--- config.mk ---
export PLATFORM = sky130hd
export DESIGN_NAME = dibit_packer_flat
export DESIGN_NICKNAME = d
export VERILOG_FILES = /design/src/rtl/dibit_packer_pkg.sv /design/src/rtl/dibit_packer_if.sv /design/src/rtl/byte_fifo_sync.sv /design/src/rtl/dibit_packer.sv /design/src/flat_wrapper.sv
export SDC_FILE = /design/constraint.sdc
export NUM_CORES = 1
export LEC_CHECK = 0
export BUFFER_PORTS_ARGS = -buffer_cell sky130_fd_sc_hd__buf_2
export CAP_MARGIN = 20
export CORE_MARGIN = 4
export CORE_UTILIZATION = 50
export CTS_BUF_LIST = sky130_fd_sc_hd__clkbuf_8
export CTS_CLUSTER_DIAMETER = 30
export DETAILED_ROUTE_END_ITERATION = 10
export MAX_ROUTING_LAYER = met4
export PLACE_DENSITY = 0.7
export RECOVER_POWER = 100
export SLEW_MARGIN = 0
export SYNTH_ARGS = -nofsm -noshare
export SYNTH_HDL_FRONTEND = slang
export SYNTH_HIERARCHICAL = 1
export SYNTH_SLANG_ARGS = --single-unit
--- constraint.sdc ---
create_clock -name CLK -period 3.35 [get_ports CLK]
set_input_delay 1.005 -clock CLK [delete_from_list [all_inputs] [get_ports CLK]]
set_output_delay 1.005 -clock CLK [all_outputs]
set_load 0.05 [all_outputs]
--- src/rtl/dibit_packer_pkg.sv ---
// Shared constants and helpers for the dibit packer and its byte FIFO.
// Later framer stages import the same definitions.
package dibit_packer_pkg;

  localparam int DIBIT_W         = 2;
  localparam int BYTE_W          = 8;
  localparam int DIBITS_PER_BYTE = 4;
  localparam int CNT_W           = 2;

  typedef logic [BYTE_W-1:0]  byte_t;
  typedef logic [DIBIT_W-1:0] dibit_t;

  // Ceiling log2; clog2(1) = 0.
  function automatic int clog2(input int value);
    int r;
    int v;
    r = 0;
    v = value - 1;
    while (v > 0) begin
      r = r + 1;
      v = v >> 1;
    end
    return r;
  endfunction

endpackage

--- src/rtl/dibit_packer_if.sv ---
// Dibit input, byte output handshake and status bundle of the dibit packer.
// The master side drives the dibits and the ready; the slave side is the packer.
interface dibit_packer_if
  import dibit_packer_pkg::*;
#(
  parameter int DEPTH = 4
) ();

  dibit_t                 D;
  logic                   CE;
  logic                   FLUSH;
  byte_t                  Q;
  logic                   DV;
  logic                   RDY;
  logic [clog2(DEPTH):0]  FILL;
  logic                   OVF;
  logic                   CLR;

  modport master (
    output D, CE, FLUSH, RDY, CLR,
    input  Q, DV, FILL, OVF
  );

  modport slave (
    input  D, CE, FLUSH, RDY, CLR,
    output Q, DV, FILL, OVF
  );

endinterface

--- src/rtl/byte_fifo_sync.sv ---
// Synchronous FIFO with a registered head: Q/DV reflect the oldest entry
// from the edge after it is written. Generic in width and power-of-two depth.
module byte_fifo_sync
  import dibit_packer_pkg::*;
#(
  parameter int WIDTH = 8,
  parameter int DEPTH = 4
) (
  input  logic                  CLK,
  input  logic                  RST,
  input  logic                  push,
  input  logic [WIDTH-1:0]      din,
  input  logic                  pop,
  output logic [WIDTH-1:0]      Q,
  output logic                  DV,
  output logic [clog2(DEPTH):0] FILL,
  output logic                  full
);

  localparam int PTR_W  = clog2(DEPTH);
  localparam int FILL_W = PTR_W + 1;

  logic [WIDTH-1:0]  mem [DEPTH];
  logic [PTR_W-1:0]  wr_ptr;
  logic [PTR_W-1:0]  rd_ptr;
  logic [PTR_W-1:0]  rd_next;
  logic [FILL_W-1:0] fill;
  logic [FILL_W-1:0] fill_next;
  logic [WIDTH-1:0]  head_next;
  logic [WIDTH-1:0]  q_reg;
  logic              dv_reg;
  logic              pop_ok;
  logic              accept;

  assign full   = (fill == FILL_W'(DEPTH));
  assign pop_ok = pop && dv_reg;
  // A pop frees a slot on the same edge, so a push into a full FIFO still fits.
  assign accept = push && (!full || pop_ok);

  always_comb begin
    rd_next   = pop_ok ? rd_ptr + PTR_W'(1) : rd_ptr;
    fill_next = fill;
    case ({accept, pop_ok})
      2'b10:   fill_next = fill + FILL_W'(1);
      2'b01:   fill_next = fill - FILL_W'(1);
      default: fill_next = fill;
    endcase
    // The incoming byte bypasses memory when it becomes the new head.
    head_next = (accept && (wr_ptr == rd_next)) ? din : mem[rd_next];
  end

  always_ff @(posedge CLK or negedge RST) begin
    if (!RST) begin
      for (int i = 0; i < DEPTH; i++) mem[i] <= '0;
      wr_ptr <= '0;
      rd_ptr <= '0;
      fill   <= '0;
      q_reg  <= '0;
      dv_reg <= 1'b0;
    end else begin
      if (accept) begin
        mem[wr_ptr] <= din;
        wr_ptr      <= wr_ptr + PTR_W'(1);
      end
      rd_ptr <= rd_next;
      fill   <= fill_next;
      dv_reg <= (fill_next != '0);
      if (fill_next != '0) q_reg <= head_next;
    end
  end

  assign Q    = q_reg;
  assign DV   = dv_reg;
  assign FILL = fill;

endmodule

--- src/rtl/dibit_packer.sv ---
// Packs four strobed dibits into a byte and queues completed bytes in a FIFO,
// with zero-padded flush of partial bytes and a sticky overflow flag.
module dibit_packer
  import dibit_packer_pkg::*;
#(
  parameter int DEPTH     = 4,
  parameter bit MSB_FIRST = 1'b1
) (
  input logic          CLK,
  input logic          RST,
  dibit_packer_if.slave bus
);

  logic [CNT_W-1:0] cnt;
  byte_t            asm_byte;
  byte_t            placed;
  byte_t            push_data;
  logic             complete;
  logic             flush_push;
  logic             push;
  logic             pop;
  logic             fifo_full;
  logic             ovf;

  function automatic byte_t place_dibit(input byte_t cur, input dibit_t d,
                                        input logic [CNT_W-1:0] slot);
    byte_t r;
    int    lo;
    r  = cur;
    lo = MSB_FIRST ? (BYTE_W - DIBIT_W - DIBIT_W * int'(slot))
                   : (DIBIT_W * int'(slot));
    r[lo +: DIBIT_W] = d;
    return r;
  endfunction

  always_comb begin
    placed     = place_dibit(asm_byte, bus.D, cnt);
    complete   = bus.CE && (cnt == CNT_W'(DIBITS_PER_BYTE - 1));
    // A flush with nothing assembled and no new dibit is a no-op.
    flush_push = bus.FLUSH && ((cnt != '0) || bus.CE);
    push       = complete || flush_push;
    push_data  = bus.CE ? placed : asm_byte;
    pop        = bus.DV && bus.RDY;
  end

  always_ff @(posedge CLK or negedge RST) begin
    if (!RST) begin
      cnt      <= '0;
      asm_byte <= '0;
    end else if (push) begin
      cnt      <= '0;
      asm_byte <= '0;
    end else if (bus.CE) begin
      cnt      <= cnt + CNT_W'(1);
      asm_byte <= placed;
    end
  end

  // A new overflow outranks a simultaneous clear.
  always_ff @(posedge CLK or negedge RST) begin
    if (!RST) begin
      ovf <= 1'b0;
    end else if (push && fifo_full && !pop) begin
      ovf <= 1'b1;
    end else if (bus.CLR) begin
      ovf <= 1'b0;
    end
  end

  assign bus.OVF = ovf;

  byte_fifo_sync #(
    .WIDTH (BYTE_W),
    .DEPTH (DEPTH)
  ) u_fifo (
    .CLK  (CLK),
    .RST  (RST),
    .push (push),
    .din  (push_data),
    .pop  (pop),
    .Q    (bus.Q),
    .DV   (bus.DV),
    .FILL (bus.FILL),
    .full (fifo_full)
  );

endmodule

--- src/flat_wrapper.sv ---
// flat-port wrapper written by rule: the top's interface ports become plain ports
module dibit_packer_flat import dibit_packer_pkg::*;
#(
  parameter int DEPTH     = 4,
  parameter bit MSB_FIRST = 1'b1
)
  (CLK, RST, bus_D, bus_CE, bus_FLUSH, bus_RDY, bus_CLR, bus_Q, bus_DV, bus_FILL, bus_OVF);
  dibit_packer_if #(.DEPTH(DEPTH)) bus_i ();
  input logic CLK;
  input logic RST;
  input wire logic [$bits(bus_i.D)-1:0] bus_D;
  input wire logic [$bits(bus_i.CE)-1:0] bus_CE;
  input wire logic [$bits(bus_i.FLUSH)-1:0] bus_FLUSH;
  input wire logic [$bits(bus_i.RDY)-1:0] bus_RDY;
  input wire logic [$bits(bus_i.CLR)-1:0] bus_CLR;
  output wire logic [$bits(bus_i.Q)-1:0] bus_Q;
  output wire logic [$bits(bus_i.DV)-1:0] bus_DV;
  output wire logic [$bits(bus_i.FILL)-1:0] bus_FILL;
  output wire logic [$bits(bus_i.OVF)-1:0] bus_OVF;
  assign bus_i.D = bus_D;
  assign bus_i.CE = bus_CE;
  assign bus_i.FLUSH = bus_FLUSH;
  assign bus_i.RDY = bus_RDY;
  assign bus_i.CLR = bus_CLR;
  assign bus_Q = bus_i.Q;
  assign bus_DV = bus_i.DV;
  assign bus_FILL = bus_i.FILL;
  assign bus_OVF = bus_i.OVF;
  dibit_packer #(.DEPTH(DEPTH), .MSB_FIRST(MSB_FIRST)) u_core (.CLK(CLK), .RST(RST), .bus(bus_i));
endmodule
### Yosys cells after proc, flatten, opt, wreduce, memory -nomap -nowiden

Index checks and enable logic that the tools add are counted.

* add/subtract/negate cells: 7
* multipliers: 0
* divide/modulo/power cells: 0
* $lt $le $gt $ge: 3
* eq/ne operators: 5
* shift-type cells: 2
* multiplexer cells: 16
* bitwise logic cells: 2
* reduce and logical (&&, ||, !) cells: 18

Operators with widths (count)
* 8-bit two-way mux: 6
* 32-bit negator with 33-bit output: 1
* 2-bit by 33-bit variable shift with 8-bit output, first input constant: 1
* 2-bit by 33-bit indexed part select with 8-bit output: 1
* 32-bit bitwise mux: 1
* 8-bit binary-select mux with 2-bit select: 1
* 8-bit demux with 2-bit select: 1
* 1-bit logical AND: 9
* 8-bit bitwise mux: 1
* 2-bit by 1-bit adder with 2-bit output, second input constant: 3
* 3-bit greater-or-equal comparator, second input constant: 2
* 2-bit two-way mux: 3
* 2-bit inverter with 3-bit output: 2
* 3-bit case mux with 2 select lines: 1
* 2-bit nonzero test: 3
* 2-bit equality test, second input constant: 2
* 3-bit by 3-bit subtractor with 4-bit output, first input constant: 1
* 3-bit by 1-bit adder with 3-bit output, second input constant: 1
* 3-bit equality test, second input constant: 1
* 1-bit logical OR: 3
* 3-bit by 1-bit less-than comparator with 1-bit output, second input constant: 1
* 3-bit nonzero test: 1
* 3-bit by 1-bit subtractor with 3-bit output, second input constant: 1
* 2-bit by 1-bit equality test with 1-bit output, second input constant: 1
* other kinds (3): 5

* flip-flop bits (word level): 59
* latch bits: 0
* RAM bits: 0
* memory bits (read-only): 0
* input bits: 8
* output and inout port bits: 13
* word-level logic and storage cells: 65
* memories kept: 0

### Depth between registers and ports, before layout

Gate-level depths: netlist of the first run.

* word-level depth: 8
* mapped depth: 15
* gate-level depth less buffers: 12

### Modules after synthesis

Netlist of the first run, hierarchy kept.

Modules (own cells, without submodules)
* byte_fifo_sync: times used 1, cells each 224, area each 2591.2 um^2, sequential area each 1201.2 um^2
* dibit_packer: times used 1, cells each 64, area each 661.9 um^2, sequential area each 275.3 um^2

### Least setup slack after synthesis of the first run

No wires, ideal clock.

* kind: input -> register
* start point: input bus_RDY
* end point: register u_core.u_fifo.q_reg[0] (netlist: u_core/u_fifo/Q[0])
* setup time: 0.125 ns
* arrival time: 3.510 ns
* data required time: 3.225 ns
* path slack: -0.284 ns
* cell stages on the path: 13
* buffers on the path: 3
* path through: nand2_1 > inv_1 > buf_4 > nand2_8 > buf_8 > a21boi_4 > inv_1 > ha_1 > fa_1 > mux2_2 > or3_1 > buf_2 > mux2_2

* elaborated cells on any way between the ends: 16
* classes of those cells: 3 x eq/ne; 6 x mux; 1 x bitwise; 6 x reduce/logical

RTL lines
* from (decl): RTL line flat_wrapper.sv:14 `input wire logic [$bits(bus_i.RDY)-1:0] bus_RDY;`
* 1-bit logical AND *: RTL line dibit_packer.sv:43 `pop = bus.DV && bus.RDY;`
* net u_core.pop: RTL line dibit_packer.sv:21 `logic pop;`
* 1-bit logical AND *: RTL line byte_fifo_sync.sv:36 `assign pop_ok = pop && dv_reg;`
* 1-bit logical OR: RTL line byte_fifo_sync.sv:38 `assign accept = push && (!full || pop_ok);`
* 1-bit logical AND: RTL line byte_fifo_sync.sv:38
* 2-bit by 1-bit equality test with 1-bit output / 2-bit equality test (equally long branches): RTL line byte_fifo_sync.sv:43 `case ({accept, pop_ok})`
* 3-bit case mux with 2 select lines *: RTL line byte_fifo_sync.sv:43
* net u_core.u_fifo.fill_next[1]: RTL line byte_fifo_sync.sv:28 `logic [FILL_W-1:0] fill_next;`
* 3-bit nonzero test *: RTL line byte_fifo_sync.sv:68 `if (fill_next != '0) q_reg <= head_next;`
* to (signal assigned): RTL line byte_fifo_sync.sv:68
* to (decl): RTL line byte_fifo_sync.sv:30 `logic [WIDTH-1:0] q_reg;`

Mark *: on every way through the listed nets, which the timed path passes. The rest lies on a longest branch. The select of a mux whose other input is x is not followed.
A chain may end at the register's enable or synchronous reset.

### Final worst setup path of the first run

* start point: input bus_RDY
* end point: register u_core.u_fifo.q_reg[1] (netlist: u_core/u_fifo/Q[1])

Same word-level chain as after synthesis.

==> results of run 1 <==
==> critical path, stage by stage <==
cell	delay, ns
buf_2	0.10
nand2_4	0.04
inv_1	0.16
nand2_8	0.08
a21boi_4	0.16
inv_1	0.05
ha_1	0.22
fa_2	0.34
xnor2_1	0.14
nor2_1	0.06
xor2_1	0.14
or3_1	0.37
buf_4	0.19
mux2_1	0.31
==> layout make-up <==
type | count | share of cell area (%)
multi-input cells | 198 | 44.4
flip-flops and latches | 59 | 40.6
clock buffers | 11 | 4.16
clock inverters | 5 | 2.10
repair buffers | 32 | 4.09
well taps | 77 | 2.65
inverters | 19 | 2.00
==> placed cells by master, fill, tap and decap left out, types with 4 or more instances in the layout <==
cell,synthesis,layout
ha_1,10,10
mux2i_1,41,41
xnor2_1,5,5
nand2_1,48,47
clkbuf_8,0,11
dfrtp_1,59,59
nor2b_1,5,5
mux4_2,8,8
a22o_1,4,4
buf_2,6,5
buf_4,2,6
mux2_2,9,8
inv_1,17,18
o21ai_0,33,33
clkbuf_1,0,21
==> per-layer routing <==
layer	up-vias	track usage, %	part of all wire, %
li1	1076	-	-
met1	1108	27.2	46
met2	40	31.2	49
met3	9	3.35	3.1
met4	0	8.38	1.5
met5	-	-	0
==> state kept, by name, summed over array words and instances, names as in the netlist <==
register / count
u_core/asm_byte: 8
u_core/bus.OVF: 1
u_core/cnt: 2
u_core/u_fifo/DV: 1
u_core/u_fifo/FILL: 3
u_core/u_fifo/Q: 8
u_core/u_fifo/mem: 32
u_core/u_fifo/rd_ptr: 2
u_core/u_fifo/wr_ptr: 2
==> cell families after synthesis <==
kind of cell               synth area share [%]
AOI/OAI and AO/OA                          10.9
and+or+nand+nor                            10.7
DFF                                        45.4
muxes                                      21.3
adders and majority gates                  4.46
xor gates and xnor gates                   2.12
buffers and inverters                      5.11
==> report_power, final <==
part / total, mW / switching [mW] / leakage [nW] / internal (mW)
sequential: 1.10 / 0.218 / 0.797 / 0.880
combinational: 1.25 / 0.737 / 0.811 / 0.510
clock: 0.742 / 0.286 / 0.117 / 0.456
total: 3.09 / 1.24 / 1.73 / 1.85
==> per-stage QoR <==
stage          cells  instance area (um^2)  total power, mW
4_1_cts          401                  3690             3.14
2_1_floorplan    288                  3280             2.09
6_report         401                  3640             3.09
3_5_place_dp     385                  3460             2.39
3_3_place_gp     385                  3460             2.34
5_1_grt          401                  3640             3.29
==> how the worst min path moves through the flow <==
stage | from | end | slack (ns) | cells past startpoint
2_1_floorplan | u_core/asm_byte[4] | u_core/asm_byte[4] | 0.47 | 2
5_1_grt | u_core/u_fifo/Q[1] | u_core/u_fifo/Q[1] | 0.50 | 1
6_report | u_core/u_fifo/Q[1] | u_core/u_fifo/Q[1] | 0.48 | 1
3_5_place_dp | u_core/bus.OVF | u_core/bus.OVF | 0.48 | 1
4_1_cts | u_core/bus.OVF | u_core/bus.OVF | 0.49 | 1
3_3_place_gp | u_core/bus.OVF | u_core/bus.OVF | 0.47 | 1
==> results.yml, run 1 <==
sta:
  period_share_pct: 93.9
  finClkSkew_ns: 0.00844
  worst_pin_slew_ns: 1.76
  tns_ns: 0
  rsz0062_at_grt: "false"
  timing.fmax_mhz: 318
  period_needed_ns: 3.15
  drv_slew: 33
  hold-worst-slack_ns: 0.484
  finalSetupViolCount: 0
  fin_ws_ns: 0.204
  max_slew_margin_pct: -17.2
  hold_violations: 0
grt:
  grt_overflow: 0
  grt_max_degree: 33
  grtUsageTotal_pct: 20.5
  grt_pass1_vias: 2255
  antenna_found_initial: 0
  grt_pass1_wl_um: 11700
floorplanning:
  die_w_um: 88.7
  num_rows: 29
  core_mm2: 0.00635
  boundaryPins: 21
  die_height_um: 88.7
  start_util_pct: 51.2
  die_area_mm2: 0.00786
final_layout:
  fillerInstances: 557
  multi_input_area_mm2: 0.00161
  final_util_pct: 57.3
  regArea_mm2: 0.00148
  area_growth_pct: 11.8
  num_antenna_cells: 0
  drive_gt1_share_pct: 16.4
  nets: 338
drt:
  drtAntennaViolNets: 0
  vias: 2233
  wl_per_cell_um: 17.4
  routed_via_density: 5.57
  drc_errors: 0
  routed_wl_um: 6970
  drtIter0Drc: 133
  drt_pass1_iterations: 4
logic_synthesis:
  synth_top_cell_area_share_pct: 45.4
  yosys.area.top_type: "dfrtp_1"
  syn_area_mm2: 0.00325
  synth-seq-cells: 59
  yosysSeqAreaShare_pct: 45.4
  synth_area_leaders: "dfrtp_1 45%, mux2i_1 13%, mux4_2 5.5%"
  async_flop_share_pct: 100
  yosys_warnings: 6
  synth_commonest_cells: "59 x dfrtp_1, 48 x nand2_1, 41 x mux2i_1"
  syn_avg_cell_area_um2: 11.3
  post-synth-top-count-cell: "dfrtp_1"
  ys_types: 40
  ys.flop_type: "dfrtp_1"
  syn_nets: 307
  syn_inst: 288
  synth_edf_count: 0
power_and_ir_drop:
  ir_drop_v: 0.000572
  p_leak_nw: 1.73
  p_per_area_mw_per_mm2: 849
clock_tree:
  clk_latency_ns: 0.33
  root_buffer: "clkbuf_8"
  clk_pin_slew_ns: 0.06
  cts_resized: 0
  cts_setup_buffers: 0
  clockBufferDepth: 2
  cts_hold_buf: 0
  cts_made_buffers: 9
  cts_max_level: 3
  cts.sinks: 59
  cts_tree: "done"
critical_path:
  cp-start-kind: "input pin"
  cp-startpoint: "bus_RDY"
  reg2reg_slack_ns: 0.25
  cp_max_fo: 9
  crit_path_end: "u_core/u_fifo/Q[1]"
  reg2reg_from: "u_core/cnt[0]"
  cp-end-kind: "flip-flop"
  criticalPathCategory: "input pin to flip-flop"
  cp.arrival_ns: 3.36
  reg2reg_depth: 13
  reg2reg_to: "u_core/u_fifo/Q[1]"
  required_ns: 3.57
worst_hold_path:
  min_path_type: "flip-flop to flip-flop"
placed_design:
  dp_worst_setup_slack_ns: -0.0817
  portBuffers: 20
  gp_congestion: 0.826
  dp_hpwl_um: 4690
flow_run:
  drv_cap: 1
outcome:
  status: "finished, violations left"
  violations: "capacitance limit, slew limit"
(Power assumes the default switching activity.)
==> inputs of run 2 (changes only) <==
- CORE_ASPECT_RATIO: default -> 2
- PLACE_DENSITY: 0.7 -> 0.71
- SYNTH_HIERARCHICAL: 1 -> default
==> run 2 against run 1 <==
  * The run still ends with capacitance limit, slew limit left
  * First-iteration DRC count decreased by 24%
  * Clock power decreased by 2%
  * Critical path depth decreased by 1
  * Maximum frequency increased by 8.0%
==> results.yml, run 2 <==
drt:
  routed_wl_um: 5540
  routed_via_density: 5.45
  drtAntennaViolNets: 0
  vias: 1952
  drtIter0Drc: 101
  drt_pass1_iterations: 4
  drc_errors: 0
  wl_per_cell_um: 15.5
clock_tree:
  cts_setup_buffers: 0
  cts_hold_buf: 0
  clk_latency_ns: 0.34
  cts_made_buffers: 9
  clockBufferDepth: 2
  cts.sinks: 59
  cts_resized: 0
  cts_max_level: 3
  cts_tree: "done"
  root_buffer: "clkbuf_8"
  clk_pin_slew_ns: 0.07
logic_synthesis:
  post-synth-top-count-cell: "dfrtp_1"
  syn_avg_cell_area_um2: 10.8
  ys_types: 38
  yosys.area.top_type: "dfrtp_1"
  yosysSeqAreaShare_pct: 51.1
  synth-seq-cells: 59
  syn_nets: 285
  synth_top_cell_area_share_pct: 51.1
  ys.flop_type: "dfrtp_1"
  synth_area_leaders: "dfrtp_1 51%, nor2_1 7.0%, a21oi_1 6.4%"
  syn_inst: 267
  synth_edf_count: 0
  yosys_warnings: 0
  synth_commonest_cells: "59 x dfrtp_1, 54 x nor2_1, 37 x a21oi_1"
  syn_area_mm2: 0.00289
  async_flop_share_pct: 100
grt:
  grt_max_degree: 35
  grt_overflow: 0
  grt_pass1_wl_um: 9020
  antenna_found_initial: 0
  grt_pass1_vias: 1924
  grtUsageTotal_pct: 18.1
power_and_ir_drop:
  ir_drop_v: 0.000686
  power.total_mw: 3.83
  p_leak_nw: 1.38
  p_per_area_mw_per_mm2: 1200
critical_path:
  reg2reg_slack_ns: 0.44
  criticalPathCategory: "flip-flop to flip-flop"
  required_ns: 3.62
  cp-end-kind: "flip-flop"
  reg2reg_to: "u_core.u_fifo.Q[5]"
  reg2reg_depth: 13
  cp-start-kind: "flip-flop"
  cp_max_fo: 17
  reg2reg_from: "u_core.cnt[0]"
  cp.arrival_ns: 3.18
final_layout:
  fillerInstances: 526
  top_register: "u_core.u_fifo.mem"
  drive_gt1_share_pct: 14.8
  largest_reg_flops: 32
  layout_common_cells: "59 x dfrtp_1, 54 x nor2_1, 40 x a21oi_1"
  layout_commonest_cell: "dfrtp_1"
  area_growth_pct: 10.5
  nets: 310
  num_antenna_cells: 0
placed_design:
  portBuffers: 20
  gp_congestion: 0.796
  dp_hpwl_um: 4080
worst_hold_path:
  min_to: "u_core.u_fifo.Q[7]"
  min_path_type: "flip-flop to flip-flop"
  holdCritStartpoint: "u_core.u_fifo.Q[7]"
  hold_depth: 2
sta:
  timing.fmax_mhz: 343
  hold_violations: 0
  tns_ns: 0
  rsz0062_at_grt: "false"
  max_slew_margin_pct: -24.3
  finClkSkew_ns: 0.00898
  period_share_pct: 86.9
  finalSetupViolCount: 0
  drv_slew: 35
  worst_pin_slew_ns: 1.86
  period_needed_ns: 2.91
flow_run:
  drv_cap: 1
floorplanning:
  num_rows: 39
  start_util_pct: 51.1
  core_mm2: 0.00566
  boundaryPins: 21
  die_area_mm2: 0.00714
  die_height_um: 116
  die_w_um: 61.8
outcome:
  status: "finished, violations left"
  violations: "capacitance limit, slew limit"
run 2: cell types whose count changed after synthesis, sizes merged, moves of 9 or more:
cell   change
nand2     -30
o21ai     -33
a21oi     +42
inv        -9
mux2i     -41
nor2      +51
run 2: cell type report:
type | instances | area (um^2) | share of cell area, %
clock buffers | 11 | 151 | 4.74
repair buffers | 26 | 111 | 3.49
well taps | 61 | 76.3 | 2.39
inverters | 9 | 33.8 | 1.06
flip-flops and latches | 59 | 1480 | 46.2
multi-input cells | 187 | 1270 | 39.7
clock inverters | 5 | 76.3 | 2.39
run 2: report_power, final:
group          total [mW]  internal (mW)  switching [mW]
combinational        1.81          0.731            1.08
clock               0.730          0.455           0.275
sequential           1.28           1.06           0.226
run 2: worst max path at each step:
stage	from	end	slack, ns
6_report	u_core.cnt[0]	u_core.u_fifo.Q[5]	0.44
4_1_cts	u_core.cnt[0]	u_core.u_fifo.Q[5]	0.43
3_5_place_dp	bus_FLUSH	u_core.u_fifo.Q[4]	0.18
3_3_place_gp	bus_FLUSH	u_core.u_fifo.Q[4]	0.25
5_1_grt	RST	u_core.u_fifo.mem[25]	0.17
2_1_floorplan	bus_CE	u_core.u_fifo.Q[7]	0.07
run 2: cell families (layout without fill, tap and decap cells):
group	count (synthesis)	after routing	synth area share, %
AOI/OAI and AO/OA	63	63	14.9
xor gates and xnor gates	10	10	3.94
DFF	59	59	51.1
adders and majority gates	10	10	4.59
and+or+nand+nor	95	95	14.5
muxes	9	9	6.62
buffers and inverters	21	51	4.41
run 2: worst max-delay path: stages (launching register included):
cell and delay [ns]:
dfrtp_1 0.41, inv_1 0.11, ha_1 0.24, nand2b_1 0.21, a32oi_4 0.19, inv_1 0.07, ha_1 0.23, fa_1 0.38
xnor2_1 0.25, xor2_1 0.20, a22oi_2 0.07, buf_4 0.20, o21a_1 0.12, a21oi_1 0.15
run 2: layer usage:
layer  wire, um  vias to the layer above  GRT usage [%]
met1       2220                      953           19.2
met4         77                        0           7.65
met5          0                        -              -
met2       3040                       33           30.1
li1           -                      959              -
met3        204                        7           5.69
run 2: per-stage QoR:
stage | setup WS (ns) | std cells | cell area [um^2] | util, % | hold slack, ns
floorplan | 0.0712 | 267 | 2890 | - | 0.489
global placement | 0.255 | 342 | 3020 | 53.3 | 0.502
detailed placement | 0.178 | 342 | 3020 | 53.3 | 0.503
CTS | 0.428 | 358 | 3250 | 57.4 | 0.518
global route | 0.170 | 358 | 3190 | 56.4 | 0.541
finish | 0.438 | 358 | 3190 | 56.4 | 0.517
==> inputs of run 3 (changes only) <==
- ABC_AREA: default -> 1
- REMOVE_ABC_BUFFERS: default -> 1
==> run 3 against run 2 <==
  * The flow now finishes without violations
  * Setup slack gained 0.026 ns
  * Global-route usage increased by 2.2 points
  * Hold slack worse by 0.041 ns
  * Die area up 6.0%
  * Via count is 23% higher
==> results.yml, run 3 <==
clock_tree:
  clk_latency_ns: 0.35
  cts_tree: "done"
  cts_hold_buf: 0
  clk_pin_slew_ns: 0.06
  cts_setup_buffers: 0
  cts_max_level: 3
  root_buffer: "clkbuf_8"
  cts_resized: 0
  cts_made_buffers: 9
  cts.sinks: 59
  clockBufferDepth: 2
logic_synthesis:
  synth-seq-cells: 59
  ys.flop_type: "dfrtp_1"
  yosys.area.top_type: "dfrtp_1"
  yosys_warnings: 0
  async_flop_share_pct: 100
  syn_area_mm2: 0.00309
  ys_types: 28
  synth_top_cell_area_share_pct: 47.9
  synth_commonest_cells: "102 x nand2_1, 59 x dfrtp_1, 55 x nand3_1"
  syn_avg_cell_area_um2: 8.97
  post-synth-top-count-cell: "nand2_1"
  syn_inst: 344
  synth_edf_count: 0
  synth_area_leaders: "dfrtp_1 48%, nand2_1 12%, nand3_1 8.9%"
  yosysSeqAreaShare_pct: 47.9
flow_run:
  drv_cap: 0
critical_path:
  required_ns: 3.59
  reg2reg_depth: 10
  criticalPathCategory: "input pin to flip-flop"
  cp-end-kind: "flip-flop"
  cp.arrival_ns: 3.13
  cp-start-kind: "input pin"
  cp_max_fo: 16
floorplanning:
  die_height_um: 119
  die_area_mm2: 0.00757
  num_rows: 40
  die_w_um: 63.5
  boundaryPins: 21
  start_util_pct: 51.4
  core_mm2: 0.00601
sta:
  hold_violations: 0
  finalSetupViolCount: 0
  timing.fmax_mhz: 346
  worst_pin_slew_ns: 1.46
  tns_ns: 0
  fin_ws_ns: 0.463
  finClkSkew_ns: 0.00436
  period_needed_ns: 2.89
  hold-worst-slack_ns: 0.476
  rsz0062_at_grt: "false"
  max_slew_margin_pct: 2.50
  period_share_pct: 86.2
  drv_slew: 0
final_layout:
  top_register: "u_core.u_fifo.mem"
  layout_commonest_cell: "nand2_1"
  final_util_pct: 55.2
  largest_reg_flops: 32
  layout_common_cells: "105 x nand2_1, 59 x dfrtp_1, 55 x nand3_1"
  nets: 388
  num_antenna_cells: 0
  area_growth_pct: 7.50
  drive_gt1_share_pct: 9.60
drt:
  routed_wl_um: 6800
  drc_errors: 0
  wl_per_cell_um: 15.5
  drtIter0Drc: 140
  drt_pass1_iterations: 4
  vias: 2404
  drtAntennaViolNets: 0
  routed_via_density: 5.49
grt:
  grt_pass1_vias: 2366
  grtUsageTotal_pct: 20.4
  grt_overflow: 0
  grt_max_degree: 60
  grt_pass1_wl_um: 11300
  antenna_found_initial: 0
outcome:
  status: "finished, final reports clean"
power_and_ir_drop:
  ir_drop_v: 0.000449
  p_per_area_mw_per_mm2: 1080
  p_leak_nw: 1.62
worst_hold_path:
  hold_depth: 2
  min_path_type: "flip-flop to flip-flop"
placed_design:
  dp_hpwl_um: 4810
  portBuffers: 20
  gp_congestion: 0.806
  dp_worst_setup_slack_ns: 0.249
[run 3: cell count changes after synthesis, sizes merged, moves of 8 or more]
| cell | change |
|---|---|
| o21a | +24 |
| nand2 | +92 |
| a21oi | -44 |
| nor2 | -29 |
| inv | +15 |
| mux4 | -8 |
| nand3 | +54 |
[run 3: layout make-up]
type | count | area (um^2)
Clock buffer | 13 | 179
Clock inverter | 3 | 12.5
Fill cell | 559 | 2690
Inverter | 25 | 93.8
Multi-Input combinational cell | 252 | 1380
Sequential cell | 59 | 1480
Tap cell | 63 | 78.8
Timing Repair Buffer | 23 | 96.3
[run 3: power by group]
group	total, mW	leakage [nW]	switching (mW)	internal, mW
sequential	1.23	0.717	0.188	1.04
combinational	1.76	0.798	1.18	0.571
clock	0.613	0.108	0.271	0.342
[run 3: worst max-delay path: stages]
cell and delay (ns):
buf_2 0.14, inv_2 0.08, nand2_4 0.05, nand2_1 0.13, nand2_8 0.13, nand2_1 0.07, clkbuf_1 0.34, nor2_1 0.89
nand2_1 0.13, o21a_1 0.15
[run 3: cells by family (layout without fill, tap and decap cells)]
group                    count (synthesis)  after routing  synth area share [%]
AO/OA/AOI/OAI                           44             44                  10.4
XOR/XNOR                                 2              2                 0.568
adder cells (fa/ha/maj)                 10             10                  4.30
flip-flops                              59             59                  47.9
buffers and inverters                   33             64                  5.15
AND/OR/NAND/NOR                        196            196                  31.7
[run 3: metal layers]
metal	part of all wire [%]	routed length (um)	global-route usage, %
met4	3.1	212	10.6
met1	40	2710	21.4
met2	54	3640	35.2
met3	3.3	224	4.34
met5	0	0	-
[run 3: worst paths after layout]
kind | slack (ns) | from | to
setup / recovery | 0.46 | bus_CE | u_core.u_fifo.mem[4]
hold / removal | 0.48 | u_core.u_fifo.Q[2] | u_core.u_fifo.Q[2]
setup reg to reg | 0.47 | u_core.cnt[0] | u_core.u_fifo.mem[4]
hold reg to reg | 0.48 | u_core.u_fifo.Q[2] | u_core.u_fifo.Q[2]
max in group asynchronous | 1.38 | RST | u_core.u_fifo.wr_ptr[0]
min in group asynchronous | 1.08 | RST | u_core.cnt[0]
[run 3: per-stage QoR]
step           area, um^2  power [mW]  std cells
2_1_floorplan        3020        2.64        336
3_3_place_gp         3220        3.02        422
3_5_place_dp         3220        3.08        422
4_1_cts              3410        3.70        438
5_1_grt              3320        3.87        438
6_report             3320        3.59        438
